## src/rtl/addsub_pkg.sv

```systemverilog
// Shared constants and helpers for the pipelined carry-lookahead adder/subtractor.
package addsub_pkg;

  localparam int DEFAULT_WIDTH = 32;
  localparam int DEFAULT_BLOCK = 8;

  // Number of lookahead groups, which is also the number of compute stages.
  function automatic int calc_ngrp(input int width, input int block);
    return width / block;
  endfunction

endpackage

```

## src/rtl/pipelined_cla_addsub_cla_group.sv

```systemverilog
// BLOCK-bit carry-lookahead group: sum bits, group generate/propagate and the
// carry into its top bit (needed for the signed-overflow flag).
module cla_group #(
  parameter int BLOCK = 8
) (
  input  logic [BLOCK-1:0] a,
  input  logic [BLOCK-1:0] b,
  input  logic             cin,
  output logic [BLOCK-1:0] s,
  output logic             g,
  output logic             p,
  output logic             c_top
);

  logic [BLOCK-1:0] gen;
  logic [BLOCK-1:0] prop;
  logic [BLOCK-1:0] carry;

  // Flattened sum-of-products carry into bit n: no ripple through lower bits.
  function automatic logic la_carry(input logic [BLOCK-1:0] gv, input logic [BLOCK-1:0] pv,
                                    input logic c0, input int n);
    logic res;
    logic term;
    res = c0;
    for (int k = 0; k < BLOCK; k++)
      if (k < n) res = res & pv[k];
    for (int j = 0; j < BLOCK; j++) begin
      if (j < n) begin
        term = gv[j];
        for (int k = 0; k < BLOCK; k++)
          if (k > j && k < n) term = term & pv[k];
        res = res | term;
      end
    end
    return res;
  endfunction

  assign gen  = a & b;
  assign prop = a ^ b;

  for (genvar gi = 0; gi < BLOCK; gi++) begin : g_carry
    assign carry[gi] = la_carry(gen, prop, cin, gi);
  end

  assign s     = prop ^ carry;
  assign g     = la_carry(gen, prop, 1'b0, BLOCK);
  assign p     = &prop;
  assign c_top = carry[BLOCK-1];

endmodule

```

## src/rtl/pipelined_cla_addsub.sv

```systemverilog
// Pipelined WIDTH-bit add/sub: one lookahead group per stage, operands skewed
// through the pipe, global stall on output backpressure.
module pipelined_cla_addsub
  import addsub_pkg::*;
#(
  parameter int WIDTH = DEFAULT_WIDTH,
  parameter int BLOCK = DEFAULT_BLOCK
) (
  input  logic             clock,
  input  logic             reset,
  input  logic             in_valid,
  output logic             in_ready,
  input  logic [WIDTH-1:0] a,
  input  logic [WIDTH-1:0] b,
  input  logic             sub,
  input  logic             cin,
  output logic             out_valid,
  input  logic             out_ready,
  output logic [WIDTH-1:0] sum,
  output logic             cout,
  output logic             ovf
);

  localparam int NGRP = calc_ngrp(WIDTH, BLOCK);

  if (WIDTH % BLOCK != 0 || WIDTH < BLOCK) begin : g_bad_params
    $error("pipelined_cla_addsub: WIDTH must be a positive multiple of BLOCK");
  end

  // Index k of the operand/carry registers feeds group k; index 0 is the
  // operand capture stage, so group 0 never sits behind the input pins.
  logic [NGRP:0]                valid_reg;
  logic [NGRP-1:0][WIDTH-1:0]   a_reg;
  logic [NGRP-1:0][WIDTH-1:0]   b_reg;
  logic [NGRP:0]                carry_reg;
  logic [NGRP:1][WIDTH-1:0]     sum_reg;
  logic                         ovf_reg;

  logic [NGRP-1:0][BLOCK-1:0]   grp_sum;
  logic [NGRP-1:0]              grp_g;
  logic [NGRP-1:0]              grp_p;
  logic [NGRP-1:0]              grp_ctop;
  logic [NGRP-1:0]              grp_cout;
  logic [NGRP-1:0][WIDTH-1:0]   merged_sum;
  logic                         stall;

  for (genvar gi = 0; gi < NGRP; gi++) begin : g_stage
    cla_group #(.BLOCK(BLOCK)) u_group (
      .a     (a_reg[gi][gi*BLOCK +: BLOCK]),
      .b     (b_reg[gi][gi*BLOCK +: BLOCK]),
      .cin   (carry_reg[gi]),
      .s     (grp_sum[gi]),
      .g     (grp_g[gi]),
      .p     (grp_p[gi]),
      .c_top (grp_ctop[gi])
    );

    assign grp_cout[gi] = grp_g[gi] | (grp_p[gi] & carry_reg[gi]);

    // Partial sums only ever hold lower groups, so the new slice can be OR-ed in.
    if (gi == 0) begin : g_first
      assign merged_sum[gi] = WIDTH'(grp_sum[gi]);
    end else begin : g_rest
      assign merged_sum[gi] = sum_reg[gi] | (WIDTH'(grp_sum[gi]) << (gi*BLOCK));
    end
  end

  assign stall = valid_reg[NGRP] && !out_ready;

  always_ff @(posedge clock) begin
    if (reset) begin
      valid_reg <= '0;
      a_reg     <= '0;
      b_reg     <= '0;
      carry_reg <= '0;
      sum_reg   <= '0;
      ovf_reg   <= 1'b0;
    end else if (!stall) begin
      valid_reg[0] <= in_valid;
      a_reg[0]     <= a;
      b_reg[0]     <= b ^ {WIDTH{sub}};
      carry_reg[0] <= cin ^ sub;
      for (int k = 0; k < NGRP; k++) begin
        valid_reg[k+1] <= valid_reg[k];
        sum_reg[k+1]   <= merged_sum[k];
        carry_reg[k+1] <= grp_cout[k];
      end
      for (int k = 0; k < NGRP - 1; k++) begin
        a_reg[k+1] <= a_reg[k];
        b_reg[k+1] <= b_reg[k];
      end
      ovf_reg <= grp_ctop[NGRP-1] ^ grp_cout[NGRP-1];
    end
  end

  assign in_ready  = !stall;
  assign out_valid = valid_reg[NGRP];
  assign sum       = sum_reg[NGRP];
  assign cout      = carry_reg[NGRP];
  assign ovf       = ovf_reg;

endmodule

```

## config.mk

```make
export PLATFORM = sky130hd
export DESIGN_NAME = pipelined_cla_addsub
export DESIGN_NICKNAME = d
export VERILOG_FILES = /design/src/rtl/addsub_pkg.sv /design/src/rtl/pipelined_cla_addsub_cla_group.sv /design/src/rtl/pipelined_cla_addsub.sv
export SDC_FILE = /design/constraint.sdc
export NUM_CORES = 1
export LEC_CHECK = 0
export BUFFER_PORTS_ARGS = -buffer_cell sky130_fd_sc_hd__buf_2
export CAP_MARGIN = 40
export CORE_MARGIN = 2
export CORE_UTILIZATION = 30
export CTS_CLUSTER_DIAMETER = 200
export DETAILED_ROUTE_END_ITERATION = 6
export HOLD_SLACK_MARGIN = 0.12
export PLACE_DENSITY_LB_ADDON = 0.2
export SKIP_LAST_GASP = 1
export SLEW_MARGIN = 20
export SYNTH_ARGS = -nofsm -noshare
export SYNTH_HDL_FRONTEND = slang
export SYNTH_HIERARCHICAL = 1
export SYNTH_SLANG_ARGS = --single-unit
```

## constraint.sdc

```tcl
create_clock -name clock -period 3.3 [get_ports clock]
set_input_delay 0.33 -clock clock [delete_from_list [all_inputs] [get_ports clock]]
set_output_delay 0.33 -clock clock [all_outputs]
set_load 0.05 [all_outputs]
```

-- After elaboration in Yosys (flattened, before gate mapping)
Cells that the tools add are included.
- reductions and logical operators: 7
- bitwise operators: 306
- operators by type and width (kind ; number):
    $and A1 B1 Y1 ; 144
    $or A1 B1 Y1 ; 144
    $xor A8 B8 Y8 ; 8
    $and A8 B8 Y8 ; 4
    $or A32 B24 Y32 ; 1
    $or A32 B32 Y32 ; 1
    $reduce_and A8 Y1 ; 4
    $xor A32 B32 Y32 ; 1
    $or A8 B16 Y16 ; 1
    $logic_not A1 Y1 ; 2
    $xor A1 B1 Y1 ; 2
    $logic_and A1 B1 Y1 ; 1
- bits in registers: 371
- output and inout port bits: 36
- input bits: 70

-- Logic depth before layout (Yosys ltp)
Gate-level depths: netlist (run 1).
- depth in word-level cells: 17
- gate-level depth with buffers: 8

-- Hierarchy
Netlist (run 1), hierarchy kept.
- modules (own cells, without submodules) (module ; cells each ; times used ; seq. area each (um2) ; area an instance (um2)):
    pipelined_cla_addsub ; 1093 ; 1 ; 5024.8 ; 8904.8
    cla_group at g_stage[2].u_group ... ; 45 ; 2 ; 0.0 ; 354.1
    cla_group at g_stage[1].u_group ; 46 ; 1 ; 0.0 ; 357.8
    cla_group at g_stage[0].u_group ; 42 ; 1 ; 0.0 ; 346.6

-- Least setup slack after synthesis (run 1)
OpenSTA, ideal clock, no wires.
- path kind: register to register
- start: register a_reg[120] (netlist name)
- end: register ovf_reg, in the netlist ovf
- slack: 1.377 ns
- stages on the path, launching flop included: 8
- data arrival time: 1.860 ns
- cell sequence: dfxtp_1 -> ha_1 -> ha_1 -> nor3_1 -> o21a_1 -> o21ai_2 -> or4_1 -> nand3_1
- RTL lines (what ; RTL line ; text):
    from (decl) ; pipelined_cla_addsub.sv:33 ; logic [NGRP-1:0][WIDTH-1:0] a_reg;
    from (signal, indexed assignment) ; pipelined_cla_addsub.sv:89 ; a_reg[k+1] <= a_reg[k];
    $xor A8 B8 Y8 ; pipelined_cla_addsub_cla_group.sv:39 ; assign prop = a ^ b;
    $and A1 B1 Y1 (7 in a row) ; pipelined_cla_addsub_cla_group.sv:26 ; if (k < n) res = res & pv[k];
    $or A1 B1 Y1 * (7 in a row) ; pipelined_cla_addsub_cla_group.sv:32 ; res = res | term;
    net grp_ctop[3] ; pipelined_cla_addsub.sv:42 ; logic [NGRP-1:0] grp_ctop;
    $xor A1 B1 Y1 * ; pipelined_cla_addsub.sv:92 ; ovf_reg <= grp_ctop[NGRP-1] ^ grp_cout[NGRP-1];
    to (signal assigned) ; pipelined_cla_addsub.sv:92 ;
    to (decl) ; pipelined_cla_addsub.sv:37 ; logic ovf_reg;
Mark *: on every way through the listed nets, which the timed path passes. The rest lies on a longest branch.
A chain may end at the register's enable or synchronous reset.

-- Worst setup path after layout (run 1)
- start: register valid_reg[4]
- end: output in_ready
- cells in the longest elaborated chain, start to end: 2
- ends and longest elaborated chain (what ; RTL line ; text):
    from (decl) ; pipelined_cla_addsub.sv:32 ; logic [NGRP:0] valid_reg;
    from (signal, indexed assignment) ; pipelined_cla_addsub.sv:84 ; valid_reg[k+1] <= valid_reg[k];
    $logic_and A1 B1 Y1 ; pipelined_cla_addsub.sv:68 ; assign stall = valid_reg[NGRP] && !out_ready;
    $logic_not A1 Y1 ; pipelined_cla_addsub.sv:96 ; assign in_ready = !stall;
    to (decl) ; pipelined_cla_addsub.sv:12 ; output logic in_ready,
Every way passes these cells.

==> flow_summary.ini, run 1 <==
[status]
status = finished clean

[placement]
dp_slack_ps = 1260
portBuffers = 105
dpl.hpwl_um = 15100
gp_congestion = 0.782

[critical_path]
cp-end-kind = output pin
worst-path-buf-inv = 2
crit_fanout = 126
worstPathCellList = nor2b_4 -> inv_8 -> buf_2
path_depth = 3
worstSetupPathType = register to output pin
rr_worst_depth = 7
slowest_stage = inv_8
cp.arrival_ps = 1900
start_kind = register
required_ps = 2970
cp_top_family = buffers and inverters
max_stage_delay_ps = 450

[sta]
report.final.slew_viol_count = 0
setup_violations = 0
fin_skew_ps = 15.3
hold_viol = 0
rsz0062_at_grt = false
max_freq_mhz = 448
slew_headroom_pct = 29.3
fin_crit_ps = 2230
setup_tns_ps = 0
min_period_over_period_pct = 67.7
max_slew.worst_pin.slew_ps = 1060
fin_ws_ps = 1070

[yosys]
synth_async_sr_flop_share_pct = 0
syn_nets = 1381
synthTopCellsByCount = nand2_1 (430), dfxtp_1 (251), a21oi_1 (235)
ys_top_cells_by_area = dfxtp_1 (49%), nand2_1 (16%), a21oi_1 (11%)
synthCells = 1271
yosysWarnings = 6
avgSynthCellArea_um2 = 8.12
synth_cell_types = 39
synth_top_flop_cell = dfxtp_1
mappedNetlistArea_mm2 = 0.0103
synth_largest_area_cell = dfxtp_1
ys_seq_elements = 251
yosysTopAreaCellShare_pct = 48.7
yosysMostFrequentCell = nand2_1
synth_edf_count = 0
ys_seq_area_share_pct = 48.7

[global_routing]
met3_usage_pct = 1.89
grt_antenna_before_repair = 0
track_usage_pct = 13.2
grt_max_degree = 219
grt_overflow = 0
grt_pass1_vias = 7868
use_met1_pct = 20.6
grt_first_pass_wirelength_um = 39700
grt_use_met2_pct = 19.1
grt.busiest_layer = met1

[pwr]
p_leak_uw = 0.00507
irDropWorstVdd_mv = 0.346
cellPowerDensity_mw_per_mm2 = 545

[floorplanning]
die-area_mm2 = 0.0359
die_h_um = 189
coreArea_mm2 = 0.0337
initial_utilization_pct = 30.6
die_w_um = 189
rows = 67
io-pin-count = 106

[cts]
cts_setup_buffers = 0
cts_tree = done
cts_resized = 0
htree_num_levels = 1
cts_root_buf = clkbuf_16
clkSinkCount = 251
clk_pin_slew_ps = 60
cts_buffers = 28
worstSkewPairLatency_ps = 530
cts.path.max_buffers = 3

[route]
viasPerCell = 4.45
wl_per_cell_um = 12.9
drt_iter0_markers = 446
drt_wl_total_um = 23900
ant_nets = 0
drc = 0
via_count = 8267
firstDrtPassIters = 4

[final_layout]
diodes = 0
drive_above_1_share_pct = 12.2
ff_latch_area_mm2 = 0.00502
fill_cells = 3625
synthToLayoutAreaGrowth_pct = 22.7
num-nets-final = 1503
multi_input_area_mm2 = 0.00477

[worst_hold_path]
hold_class = input port to register
holdPathStages = 3

[flow_run]
maxCapViolCount = 0
cells by family (layout without fill, tap and decap cells):
family          after synthesis  after routing  synth area share (%)
buf+inv                     106            246                  5.03
simple gates                499            499                  18.8
fa+ha+maj                    40             40                  5.14
xor+xnor                     58             58                  4.92
flops                       251            251                  48.7
compound gates              317            317                  17.4
power breakdown:
part	internal (µW)	switching, µW
registers	3180	80.3
clock network	1870	1190
logic	257	311
per-layer routing:
metal  vias to the layer above  share of wire (%)
li1                       4440                  -
met1                      3694                 55
met2                       104                 40
met3                        29                3.3
met4                         0                1.4
met5                         -                  0
cells in the final DEF, fill, tap and decap left out, types with 3 or more instances in the layout:
| master | instances |
|---|---|
| clkbuf_1 | 7 |
| o211ai_2 | 4 |
| o21ai_0 | 10 |
| a21oi_1 | 235 |
| nor3_1 | 11 |
| nor2_1 | 40 |
| o21ai_2 | 3 |
| dfxtp_1 | 251 |
| nand2b_1 | 3 |
| o211ai_1 | 3 |
| a21o_2 | 3 |
| fa_1 | 4 |
| clkbuf_8 | 10 |
| ha_1 | 36 |
| a21o_1 | 5 |
| xor2_1 | 9 |
| xnor2_1 | 49 |
| nand3_1 | 7 |
| buf_4 | 8 |
| inv_1 | 18 |
| clkbuf_16 | 29 |
| buf_12 | 3 |
| nand2_1 | 430 |
| o21a_1 | 10 |
| a211oi_1 | 40 |
| buf_2 | 104 |
| dlygate4sd3_1 | 62 |
stage by stage:
stage | util (%) | instance area (µm²) | total power, µW | cells | hold WS (ps)
2_1_floorplan | - | 10300 | 3680 | 1271 | 432
3_3_place_gp | 32.9 | 11100 | 3840 | 1747 | 438
3_5_place_dp | 33.0 | 11100 | 3850 | 1749 | 442
4_1_cts | 37.6 | 12700 | 7010 | 1859 | 121
5_1_grt | 37.6 | 12700 | 7220 | 1859 | 134
6_report | 37.6 | 12700 | 6900 | 1859 | 130
cell type report:
| class | count | area share [%] |
|---|---|---|
| flip-flops and latches | 251 | 39.7 |
| multi-input cells | 914 | 37.7 |
| well taps | 448 | 4.43 |
| repair buffers | 179 | 10.3 |
| clock buffers | 45 | 6.92 |
| clock inverters | 3 | 0.336 |
| inverters | 19 | 0.623 |
worst register-to-register path: stages, from the launching register on:
cell	delay, ps
dfxtp_1	320
ha_1	310
ha_1	200
nor3_1	250
o21a_1	230
o21ai_2	90
or4_1	520
nand3_1	70
worst paths after layout:
path | startpoint | endpoint | slack [ps]
max | valid_reg[4] | in_ready | 1070
min reg2reg | sum[27] | sum[27] | 450
min | b[8] | b_reg[8] | 130
max reg2reg | a_reg[120] | ovf | 1250
repair_timing:
action / in CTS / in global routing
setup endpoints to repair: 0 / 0
hold buffers: 62 / 0
hold endpoints to repair: 62 / 0
Power figures use the tool's default switching activity.
==> run 2: changes to the inputs <==
clock period = 2.1 ns   (was 3.3 ns; I/O delays follow)
==> flow_summary.ini, run 2 (synthesis gave the netlist of run 1 again) <==
[status]
status = finished clean

[critical_path]
worst-path-buf-inv = 0
cp_common_cell = ha_1
worstPathCellList = ha_1 -> ha_1 -> nor3_1 -> o21a_1 -> o21ai_2 -> or4_1 -> nand3_1
crit_fanout = 3
worstSetupPathType = register to register
start_kind = register
cp-end-kind = register
required_ps = 2570
slowest_stage = or4_1
cp_top_family = simple AND/OR/NAND/NOR gates
max_stage_delay_ps = 530
cp.arrival_ps = 2450

[sta]
setup_violations = 0
holdWs_ps = 236
hold_viol = 0
slew_headroom_pct = 60.6
max_slew.worst_pin.slew_ps = 591
rsz0062_at_grt = true
fin_ws_ps = 120
fin_skew_ps = 5.74
fin_crit_ps = 1980
min_period_over_period_pct = 94.3
report.final.slew_viol_count = 0
max_freq_mhz = 505

[cts]
htree_num_levels = 1
cts_tree = done
worstSkewPairLatency_ps = 530
cts_root_buf = clkbuf_16
cts_buffers = 27
cts_setup_buffers = 0
clk_pin_slew_ps = 60
clkSinkCount = 251
cts.path.max_buffers = 3

[final_layout]
num-nets-final = 1511
drive_above_1_share_pct = 12.6
synthToLayoutAreaGrowth_pct = 23.6
ff_latch_area_mm2 = 0.00502
diodes = 0
fin_cells = 1868
mostFrequentLayoutCell = nand2_1
fill_cells = 3608
final_cell_mix = nand2_1 (430), dfxtp_1 (251), a21oi_1 (234)
postLayoutCoreUtil_pct = 37.8
multi_input_area_mm2 = 0.00478

[route]
ant_nets = 0
via_count = 8232
drt_wl_total_um = 24000
firstDrtPassIters = 6
drt_iter0_markers = 552
drc = 0
wl_per_cell_um = 12.9
viasPerCell = 4.41

[pwr]
power_uw = 10700
irDropWorstVdd_mv = 0.701
cellPowerDensity_mw_per_mm2 = 836
p_leak_uw = 0.00512

[placement]
dpl.hpwl_um = 15300
dp_slack_ps = 99.3
portBuffers = 105
gp_congestion = 0.790
post-place-cells = 1754

[global_routing]
grt_pass1_vias = 7779
grt_antenna_before_repair = 0
grt_max_degree = 133
track_usage_pct = 13.3
grt_overflow = 0
grt_first_pass_wirelength_um = 39900

[floorplanning]
die_w_um = 189
io-pin-count = 106
die_h_um = 189
rows = 67
initial_utilization_pct = 30.6
coreArea_mm2 = 0.0337
die-area_mm2 = 0.0359

[flow_run]
maxCapViolCount = 0

[worst_hold_path]
hold_class = input port to register
==> run 2: final cells by class <==
cell class / count / share of cell area (%)
Sequential cell: 251 / 39.4
Inverter: 19 / 0.618
Clock inverter: 8 / 0.549
Timing Repair Buffer: 188 / 11.4
Tap cell: 448 / 4.40
Multi-Input combinational cell: 914 / 37.5
Clock buffer: 40 / 6.23
==> run 2: worst register-to-register path: stages (launching register included) <==
cell	delay (ps)
dfxtp_1	330
ha_1	310
ha_1	190
nor3_1	200
o21a_1	200
o21ai_2	90
or4_1	530
nand3_1	80
==> run 2: path summary, 6_finish.rpt <==
kind	cells past startpoint	slack [ps]	startpoint	end
setup / recovery	7	120	a_reg[120]	ovf
hold / removal	2	240	reset	sum_reg[41]
setup reg to reg	7	120	a_reg[120]	ovf
hold reg to reg	2	450	sum[6]	sum[6]
==> run 2: timing repair <==
| item | in CTS | in global routing |
|---|---|---|
| endpoints found under the hold margin | 66 | 0 |
| endpoints found under the setup margin | 0 | 2 |
| hold buffers | 66 | 0 |
| resized for setup | 0 | 1 |
==> run 2: layer usage <==
metal	routed length, µm	GRT usage, %	vias up
met2	9470	19.2	110
met3	730	1.80	32
met1	13400	20.4	3623
met5	0	0	-
li1	-	-	4467
met4	423	3.28	0
==> run 2: power breakdown <==
part           switching, µW  total (µW)  internal, µW
Combinational            484         896           412
Clock                   1910        4630          2720
Sequential               130        5130          5000
Total                   2520       10700          8140
==> run 2: metrics by stage <==
stage	area [µm²]	setup TNS [ps]
after floorplan	10300	0
after global placement	11200	0
after detailed placement	11200	0
after CTS	12700	0
after global routing	12800	-11.0
final	12800	0
==> run 3: changes to the inputs <==
MAX_ROUTING_LAYER = met4   (was default)
clock period = 1.8 ns   (was 2.1 ns; I/O delays follow)
==> flow_summary.ini, run 3 (synthesis gave the netlist of run 1 again) <==
[status]
status = finished with violations
violations = negative setup slack

[route]
ant_nets = 0
drt_iter0_markers = 381
via_count = 8549
wl_per_cell_um = 13.4
viasPerCell = 4.49
drc = 0
drt_wl_total_um = 25600
firstDrtPassIters = 4

[cts]
cts_tree = done
clkSinkCount = 251
cts.path.max_buffers = 3
worstSkewPairLatency_ps = 540
htree_num_levels = 1
clk_pin_slew_ps = 60
cts_buffers = 28
cts_root_buf = clkbuf_16

[sta]
setup_tns_ps = -10.8
report.final.slew_viol_count = 0
setup_violations = 1
hold_viol = 0
fin_ws_ps = -10.8
slew_headroom_pct = 69.8
max_slew.worst_pin.slew_ps = 453
fin_skew_ps = 10.7
fin_crit_ps = 1810
max_freq_mhz = 552
rsz0062_at_grt = true
min_period_over_period_pct = 101

[floorplanning]
io-pin-count = 106
die-area_mm2 = 0.0359
coreArea_mm2 = 0.0337
rows = 67
die_h_um = 189
die_w_um = 189
initial_utilization_pct = 30.6

[global_routing]
grt_antenna_before_repair = 0
grt_overflow = 0
track_usage_pct = 14.2
grt_max_degree = 96
grt_first_pass_wirelength_um = 41300
grt_pass1_vias = 8123

[flow_run]
maxCapViolCount = 0

[final_layout]
synthToLayoutAreaGrowth_pct = 30.0
drive_above_1_share_pct = 18.2
ff_latch_area_mm2 = 0.00504
final_cell_mix = nand2_1 (429), dfxtp_1 (239), a21oi_1 (223)
multi_input_area_mm2 = 0.00509
fill_cells = 3548
mostFrequentLayoutCell = nand2_1
final_cell_area_mm2 = 0.0134
num-nets-final = 1546
postLayoutCoreUtil_pct = 39.8
diodes = 0

[pwr]
p_leak_uw = 0.00534
cellPowerDensity_mw_per_mm2 = 950
irDropWorstVdd_mv = 0.560

[placement]
portBuffers = 105
dpl-instance-area_mm2 = 0.0114
dpl.hpwl_um = 16000
dp_slack_ps = -65.1
gp_congestion = 0.795

[worst_hold_path]
hold_class = input port to register

[critical_path]
worstSetupPathType = register to register
cp.arrival_ps = 2300
regToRegSetupSlack_ps = -10
required_ps = 2290
crit_fanout = 3
cp-end-kind = register
start_kind = register
-- run 3: cell types whose count changed in the layout (fill, tap and decap cells not counted), sizes merged --
cell	change
buf	+32
bufinv	-1
clkbuf	+7
clkinv	-4
clkinvlp	-1
dlygate4sd3	+1
-- run 3: area by class of cell --
cell class	instances	area share, %
multi-input combinational	914	37.9
tap	448	4.18
sequential	251	37.6
clock inverter	2	0.0933
timing repair buffer	222	12.9
clock buffer	46	6.71
inverter	19	0.588
-- run 3: power breakdown --
part	total, µW	internal, µW	switching, µW
combinational	1170	552	614
clock	5580	3370	2220
sequential	5990	5840	154
-- run 3: path summary, 6_finish.rpt --
path / startpoint / to / depth (start not counted)
max reg2reg: b_reg[122] / ovf / 8
max: b_reg[122] / ovf / 8
min reg2reg: sum[0] / sum[0] / 2
min: out_ready / a_reg[95] / 5
-- run 3: through the flow --
| stage | instances | hold WS, ps | power (µW) |
|---|---|---|---|
| 2_1_floorplan | 1271 | 320 | 6750 |
| 6_report | 1902 | 188 | 12700 |
| 3_5_place_dp | 1778 | 430 | 7100 |
| 5_1_grt | 1902 | 215 | 13300 |
| 3_3_place_gp | 1778 | 426 | 7090 |
| 4_1_cts | 1897 | 142 | 12900 |
-- run 3: metal layers --
layer	global-route usage, %	routed length [µm]	vias up
li1	-	-	4526
met1	21.0	13900	3880
met2	20.3	10600	117
met3	1.89	708	26
met4	3.43	378	0
met5	-	0	-
-- run 3: what timing repair did --
item / 4_1_cts / 5_1_grt
hold endpoints to repair: 99 / 0
pin swaps: 8 / 31
cloned: 0 / 1
buffers inserted: 4 / 4
hold buffers: 67 / 0
endpoints found under the setup margin: 10 / 23
gates resized for setup: 16 / 50
-- run 3: critical path, cell delays in order (launching register included) --
cell     delay [ps]
dfxtp_2         330
ha_4            300
nand2_4          60
o21a_1          180
o21ai_2         150
a21o_1          140
a21oi_2          40
or4_1           470
nand3_1          80
